<file path="src/rtl/bird_physics.sv">
// bird_physics: tick-driven vertical bird physics (gravity, flap, ceiling/ground, death).
// Optional macro BIRD_CEILING_KILL_EN: hitting the ceiling in FLY kills the bird instead of clamping.
module bird_physics #(
    parameter int Y_START  = 240,
    parameter int Y_MAX    = 464,
    parameter int GRAVITY  = 1,
    parameter int FLAP_VEL = -8,
    parameter int V_MAX    = 8
) (
    input  logic       clk,
    input  logic       clr,
    input  logic       tick,
    input  logic       flap,
    input  logic       start,
    input  logic       collide,
    output logic [9:0] bird_y,
    output logic [5:0] vel,
    output logic [1:0] state,
    output logic       frame_upd,
    output logic       game_over
);

    typedef enum logic [1:0] {
        IDLE = 2'd0,
        FLY  = 2'd1,
        DEAD = 2'd2,
        OVER = 2'd3
    } state_e;

    localparam logic signed [10:0] GRAV_S    = 11'(GRAVITY);
    localparam logic signed [10:0] FLAP_S    = 11'(FLAP_VEL);
    localparam logic signed [10:0] VMAX_S    = 11'(V_MAX);
    localparam logic signed [10:0] YMAX_S    = 11'(Y_MAX);
    localparam logic [9:0]         Y_START_U = 10'(Y_START);
    localparam logic [9:0]         Y_MAX_U   = 10'(Y_MAX);

    state_e     state_q, state_d;
    logic [9:0] bird_y_q, bird_y_d;
    logic [5:0] vel_q, vel_d;
    logic       flap_pend_q, flap_pend_d;
    logic       frame_upd_q, frame_upd_d;
    logic       game_over_q, game_over_d;
    logic       flap_s1_q, flap_s2_q, flap_prev_q;
    logic       tick_prev_q;

    logic              flap_edge, tick_edge;
    logic              hit_ceil, hit_ground;
    logic signed [10:0] vel_ext, vel_grav, vel_n, y_n;

    // Candidate physics step, evaluated every cycle; only committed on an applied tick edge.
    always_comb begin
        flap_edge = flap_s2_q & ~flap_prev_q;
        tick_edge = tick & ~tick_prev_q;
        vel_ext   = {{5{vel_q[5]}}, vel_q};
        vel_grav  = vel_ext + GRAV_S;
        if (vel_grav > VMAX_S) begin
            vel_grav = VMAX_S;
        end
        vel_n      = (state_q == FLY && (flap_pend_q || flap_edge)) ? FLAP_S : vel_grav;
        y_n        = $signed({1'b0, bird_y_q}) + vel_n;
        hit_ceil   = (y_n < 11'sd0);
        hit_ground = !hit_ceil && (y_n >= YMAX_S);
    end

    always_comb begin
        state_d     = state_q;
        bird_y_d    = bird_y_q;
        vel_d       = vel_q;
        flap_pend_d = flap_pend_q;
        frame_upd_d = 1'b0;

        case (state_q)
            IDLE: begin
                if (start) begin
                    state_d     = FLY;
                    bird_y_d    = Y_START_U;
                    vel_d       = '0;
                    flap_pend_d = 1'b0;
                end
            end
            FLY: begin
                if (collide) begin
                    state_d = DEAD;
                end else if (tick_edge) begin
                    frame_upd_d = 1'b1;
                    flap_pend_d = 1'b0;
                    if (hit_ceil) begin
                        bird_y_d = '0;
                        vel_d    = '0;
`ifdef BIRD_CEILING_KILL_EN
                        state_d  = DEAD;
`else
                        state_d  = FLY;
`endif
                    end else if (hit_ground) begin
                        bird_y_d = Y_MAX_U;
                        vel_d    = '0;
                        state_d  = OVER;
                    end else begin
                        bird_y_d = y_n[9:0];
                        vel_d    = vel_n[5:0];
                    end
                end else if (flap_edge) begin
                    flap_pend_d = 1'b1;
                end
            end
            DEAD: begin
                if (tick_edge) begin
                    frame_upd_d = 1'b1;
                    if (hit_ceil) begin
                        bird_y_d = '0;
                        vel_d    = '0;
                    end else if (hit_ground) begin
                        bird_y_d = Y_MAX_U;
                        vel_d    = '0;
                        state_d  = OVER;
                    end else begin
                        bird_y_d = y_n[9:0];
                        vel_d    = vel_n[5:0];
                    end
                end
            end
            OVER: begin
                if (start) begin
                    state_d  = IDLE;
                    bird_y_d = Y_START_U;
                    vel_d    = '0;
                end
            end
            default: begin
                state_d = IDLE;
            end
        endcase

        game_over_d = (state_d == OVER);
    end

    // tick_prev resets high to match the upstream tick generator, so no edge follows reset.
    always_ff @(posedge clk) begin
        if (clr) begin
            state_q     <= IDLE;
            bird_y_q    <= Y_START_U;
            vel_q       <= '0;
            flap_pend_q <= 1'b0;
            frame_upd_q <= 1'b0;
            game_over_q <= 1'b0;
            flap_s1_q   <= 1'b0;
            flap_s2_q   <= 1'b0;
            flap_prev_q <= 1'b0;
            tick_prev_q <= 1'b1;
        end else begin
            state_q     <= state_d;
            bird_y_q    <= bird_y_d;
            vel_q       <= vel_d;
            flap_pend_q <= flap_pend_d;
            frame_upd_q <= frame_upd_d;
            game_over_q <= game_over_d;
            flap_s1_q   <= flap;
            flap_s2_q   <= flap_s1_q;
            flap_prev_q <= flap_s2_q;
            tick_prev_q <= tick;
        end
    end

    assign bird_y    = bird_y_q;
    assign vel       = vel_q;
    assign state     = state_q;
    assign frame_upd = frame_upd_q;
    assign game_over = game_over_q;

endmodule

</file>
<file path="config.mk">
export PLATFORM = sky130hd
export DESIGN_NAME = bird_physics
export DESIGN_NICKNAME = d
export VERILOG_FILES = /design/src/rtl/bird_physics.sv
export SDC_FILE = /design/constraint.sdc
export NUM_CORES = 1
export LEC_CHECK = 0
export BUFFER_PORTS_ARGS = -buffer_cell sky130_fd_sc_hd__buf_4
export CAP_MARGIN = 20
export CORE_ASPECT_RATIO = 0.75
export CORE_MARGIN = 2
export CORE_UTILIZATION = 50
export DETAILED_ROUTE_END_ITERATION = 8
export PLACE_DENSITY = 0.71
export SYNTH_ARGS = -nofsm -noshare
export SYNTH_HDL_FRONTEND = slang
export SYNTH_SLANG_ARGS = --single-unit
</file>
<file path="constraint.sdc">
create_clock -name clk -period 5.55 [get_ports clk]
set_input_delay 0.2775 -clock clk [delete_from_list [all_inputs] [get_ports clk]]
set_output_delay 0.2775 -clock clk [all_outputs]
set_load 0.05 [all_outputs]
</file>
==> Yosys cells after proc, flatten, opt, wreduce, memory -nomap -nowiden <==
Cells that the tools add are included.
{ "classes": {"n_addsub": 2, "n_lt_le_gt_ge": 3, "n_eq_ne": 8, "n_mux": 31, "n_bitwise": 4, "reduce_logical": 9} }
{ "ops": {"columns": ["operator", "count"], "rows": [
  ["two-way mux 10 bit", 5],
  ["two-way mux 6 bit", 5],
  ["case mux 10 bit (3 select lines)", 1],
  ["two-way mux 11 bit", 2],
  ["case mux 6 bit (3 select lines)", 1],
  ["two-way mux 2 bit", 8],
  ["adder 11 bit", 1],
  ["greater-or-equal comparator 11 x 10 -> 1 bit (second input constant)", 1],
  ["less-than comparator 11 x 1 -> 1 bit (second input constant)", 1],
  ["case mux 2 bit (4 select lines)", 1],
  ["adder 6 x 2 -> 7 bit (second input constant)", 1],
  ["greater-than comparator 7 x 5 -> 1 bit (second input constant)", 1],
  ["== test 2 bit (second input constant)", 3],
  ["two-way mux 1 bit", 6],
  ["inequality test 2 bit (second input constant)", 2],
  ["case mux 1 bit (2 select lines)", 2],
  ["AND reduction 4 bit", 1],
  ["inequality test 3 bit (second input constant)", 1],
  ["AND 1 bit", 2],
  ["== test 2 x 1 -> 1 bit (second input constant)", 1],
  ["logical AND 1 bit", 2],
  ["zero test 2 bit", 1],
  ["inequality test 2 x 1 -> 1 bit (second input constant)", 1],
  ["NOT 1 bit", 2],
  ["5 further kinds", 5]
]} }
{ "totals": {"reg_bits": 25, "input_bits": 6, "output_inout_bits": 20, "wordCells": 67} }

==> Logic depth before layout (Yosys ltp) <==
{ "depth": {"ltp_word": 15, "mapped_depth": 16, "depth_no_buf": 15} }

==> Worst setup path before layout <==
OpenSTA, ideal clock, no wires.
{ "synth_timing": {"path_type": "register -> register", "startpoint": "register vel_q[0] (netlist: vel[0])", "endpoint": "register vel_q[5] (netlist: vel[5])", "setup_ns": 0.117, "arrival_time_ns": 4.183, "required_time_ns": 5.433, "slack_ns": 1.249, "stages_incl_launch_ff": 17, "n_path_buf": 1, "period_less_slack_ns": 4.301, "path_cell_list": "dfxtp_1 ha_1 xnor2_1 a211oi_1 a2111oi_0 o21ai_0 nor2_1 ha_1 fa_1 a211oi_1 o21ai_0 a21o_1 xnor2_1 a221o_1 o311a_2 buf_4 a32o_1"} }
{ "synth_via": {"elab_chain_cells": 13, "elab_cells_between_ends": 14, "cone_classes": "2 x add/sub; 3 x order compare; 7 x mux; 2 x reduce/logical"} }
{ "synth_lines": {"columns": ["element", "line_no", "text"], "rows": [
  ["start, declared", "39", "logic [5:0] vel_q, vel_d;"],
  ["start signal, assigned", "154", "vel_q <= vel_d;"],
  ["adder 6 x 2 -> 7 bit *", "55", "vel_grav = vel_ext + GRAV_S;"],
  ["greater-than comparator 7 x 5 -> 1 bit", "56", "if (vel_grav > VMAX_S) begin"],
  ["two-way mux 11 bit *", "56", null],
  ["two-way mux 11 bit *", "59", "vel_n = (state_q == FLY && (flap_pend_q || flap_edge)) ? FLAP_S : vel_grav;"],
  ["adder 11 bit", "60", "y_n = $signed({1'b0, bird_y_q}) + vel_n;"],
  ["less-than comparator 11 x 1 -> 1 bit", "61", "hit_ceil = (y_n < 11'sd0);"],
  ["zero test 1 bit", "62", "hit_ground = !hit_ceil && (y_n >= YMAX_S);"],
  ["logical AND 1 bit", "62", null],
  ["two-way mux 6 bit", "95, 113", null],
  ["two-way mux 6 bit *", "110", "if (hit_ceil) begin"],
  ["two-way mux 6 bit *", "84", "end else if (tick_edge) begin"],
  ["two-way mux 6 bit", "82", "if (collide) begin"],
  ["case mux 6 bit (3 select lines) *", "72", "case (state_q)"]
]} }
Every way passes the cells marked *; elsewhere a longest branch is shown, timed or not. The select of a mux whose other input is x is not followed.
A chain may end at the register's enable or synchronous reset.

==> Final worst setup path <==
{ "layout_timing": {"startpoint": "register vel_q[0] (netlist: vel[0])", "endpoint": "register vel_q[2] (netlist: vel[2])"} }
Same word-level chain as after synthesis.

==> results.py <==
metrics = {
    "worst_setup_path": {
        "crit_arrival_ps": 4630,
        "critPathBufInv": 0,
        "r2r_cells": 15,
        "slowest_delay_ps": 510,
        "reg2reg_slack_ps": 1090,
        "critical_path.reg2reg.startpoint": "vel[0]",
        "cp_slowest_cell": "o311a_2",
        "crit_path_start_kind": "register",
        "crit_type": "reg2reg",
        "critPathMaxFanout": 15,
        "reg2reg_to": "vel[2]",
        "critPathLaunch": "vel[0]",
        "critical_path.top_delay_family": "compound AO/OA/AOI/OAI gates",
        "cp.required_ps": 5720,
        "path_cells": "ha_1 > nand3_1 > xnor2_1 > a2111oi_0 > o21ai_0 > nor2_1 > ha_1 > fa_1 > a211oi_1 > o21ai_0 > a21o_1 > xnor2_1 > a221o_1 > o311a_2 > a32o_1",
        "cp-end-kind": "register",
    },
    "drt": {
        "dr.pass1.iters": 5,
        "routed_wl_mm": 4.473,
        "drt-vias-per-instance": 6.267,
        "dr_total_vias": 1711,
        "drc": 0,
        "ant_nets": 0,
        "routedWlPerCell_um": 16.38,
        "drt_iter0_drc": 157,
    },
    "synth": {
        "netlist_area_um2": 1799,
        "yosys_warnings": 0,
        "netlist_instances": 214,
        "ys_seq_elements": 25,
        "synth_cell_type_count": 50,
        "synth_enable_flop_cells": 0,
        "syn-num-nets": 237,
        "synthArstFlopShare": 0,
        "yosys.area.top_type": "dfxtp_1",
        "synthFlopType": "dfxtp_1",
        "yosys.area.top_type_share": 0.2782,
        "synth_area_leaders": "dfxtp_1 28%, ha_1 11%, a32o_1 6.1%",
        "yosysSeqAreaShare": 0.2782,
        "synth_area_per_cell_um2": 8.408,
    },
    "clock_tree": {
        "post-cts-setup-buffers": 0,
        "clockRootBuffer": "clkbuf_8",
        "tritoncts": "yes",
        "cts.sinks": 25,
        "hold_buffers": 0,
        "cts.repair.resized": 0,
        "htreeDepth": 1,
        "clkTransAtPathRegs_ps": 90,
        "cts_buffers": 3,
        "clock_latency_ps": 270,
        "cts_buffer_depth": 2,
    },
    "sta": {
        "rsz0062_at_grt": "false",
        "finalHoldViolations": 0,
        "fmax_mhz": 224.1,
        "clock-skew-final_ps": 1.982,
        "hold_slack_ps": 200.4,
        "min_period_ps": 4462,
        "fin_crit_sh": 0.8040,
        "setup_violations": 0,
        "tightest_slew_ps": 971.6,
        "relSlewSlack": 0.3498,
        "setup-tns-final_ps": 0,
        "final_max_slew_viol_count": 0,
    },
    "pwr": {
        "powerDensity_nw_per_um2": 251.8,
        "peakVddDrop_uv": 134.5,
        "leakage_nw": 0.8500,
    },
    "floorplanning": {
        "pin_count": 26,
        "rows": 18,
        "die_h_um": 55.95,
        "coreArea_um2": 3356,
        "dieArea_um2": 4099,
        "die_w_um": 73.27,
        "initial_core_util": 0.5362,
    },
    "final_layout": {
        "drive_gt1_frac": 0.1588,
        "fin_nets": 257,
        "final_cell_mix": "25 x dfxtp_1, 25 x buf_4, 23 x nor2_1",
        "area_growth_pct": 13.21,
        "diodes": 0,
    },
    "place": {
        "finalWeightedCongestion": 0.8691,
        "post-dp-hpwl_mm": 3.342,
        "port-buffer-count": 25,
    },
    "global_routing": {
        "grt_antenna_before_repair": 0,
        "grt_pass1_wl_mm": 7.707,
        "grt_max_degree": 16,
        "grt_usage": 0.2358,
        "overflow": 0,
        "grt_pass1_vias": 1566,
    },
    "run": {
        "max_cap_violations": 0,
    },
    "hold_path": {
        "holdPathStages": 2,
        "min_path_type": "in2reg",
        "hold_path_startpoint": "tick",
        "holdPathEnd": "tick_prev_q",
    },
    "outcome": {
        "status": "complete, no violations",
    },
}
[how the worst max path moves through the flow]
stage	endpoint	slack (ps)	cells after the start
2_1_floorplan	vel[5]	1250	16
3_3_place_gp	bird_y[5]	1360	15
3_5_place_dp	vel[2]	1240	15
4_1_cts	vel[2]	1200	15
5_1_grt	bird_y[5]	780	15
6_report	vel[2]	1090	15
[worst register-to-register path, cell delays in order, from the launching register on]
cell	delay, ps
dfxtp_1	460
ha_1	270
nand3_1	150
xnor2_1	250
a2111oi_0	90
o21ai_0	250
nor2_1	90
ha_1	230
fa_1	440
a211oi_1	440
o21ai_0	190
a21o_1	240
xnor2_1	150
a221o_1	280
o311a_2	510
a32o_1	310
[metal layers]
metal | track usage | routed length, um | up-vias
met5 | 0 | 0 | -
met4 | 0.08995 | 76 | 0
met3 | 0.02899 | 151 | 7
met2 | 0.3526 | 2087 | 43
met1 | 0.3418 | 2158 | 827
li1 | - | - | 834
[area by class of cell]
type,count,area (um^2)
clock buffers,4,45.04
fillers,325,1319
inverters,7,26.28
multi-input cells,172,1227
flip-flops and latches,25,500.5
well taps,40,50.05
repair buffers,25,187.7
[per-stage QoR]
step,utilization,setup slack (ps),std cells,area (um^2),power [mW]
finish,0.6070,1088,273,2037,0.5130
global route,0.6070,784.3,273,2037,0.5441
CTS,0.6070,1203,273,2037,0.5108
detailed placement,0.5936,1241,269,1992,0.4010
global placement,0.5936,1356,269,1992,0.3963
floorplan,-,1249,214,1799,0.3596
[Yosys cell counts, types with 2 or more instances]
library cell / number
a21boi_0: 4
nor4b_1: 2
nand4_1: 2
nor3_1: 4
a32o_1: 11
or2_2: 2
a21oi_1: 9
o32a_1: 2
nand2b_1: 3
a21o_1: 5
and2_1: 3
dfxtp_1: 25
clkbuf_1: 6
nor2b_1: 8
buf_2: 3
nand2_1: 13
mux2i_1: 2
and3_1: 2
inv_1: 7
nor2_1: 23
o21ai_0: 14
xnor2_1: 5
nand3_1: 4
o21a_1: 2
a211oi_1: 6
a31oi_1: 5
ha_1: 16
xor2_1: 4
[cells by family (layout without fill, tap and decap cells)]
logic type	after synthesis	in the layout	synth area share
muxes	2	2	0.01113
xor gates and xnor gates	10	10	0.05285
buffers and inverters	17	36	0.03964
and+or+nand+nor	70	70	0.1926
AOI/OAI and AO/OA	73	73	0.3032
DFF	25	25	0.2782
adders and majority gates	17	17	0.1224
[sequential cells by signal, indices dropped and copies added (netlist names)]
| signal | count |
|---|---|
| bird_y | 10 |
| vel | 6 |
| state | 2 |
| flap_pend_q | 1 |
| flap_prev_q | 1 |
| flap_s1_q | 1 |
| flap_s2_q | 1 |
| frame_upd | 1 |
| game_over | 1 |
| tick_prev_q | 1 |
[where the power goes]
part	internal [mW]	leakage, nW	switching [mW]	total (mW)
combinational	0.0726	0.625	0.135	0.207
clock	0.0515	0.0228	0.0594	0.111
sequential	0.186	0.203	0.00877	0.195
total	0.310	0.850	0.203	0.513
(Power assumes the default switching activity.)
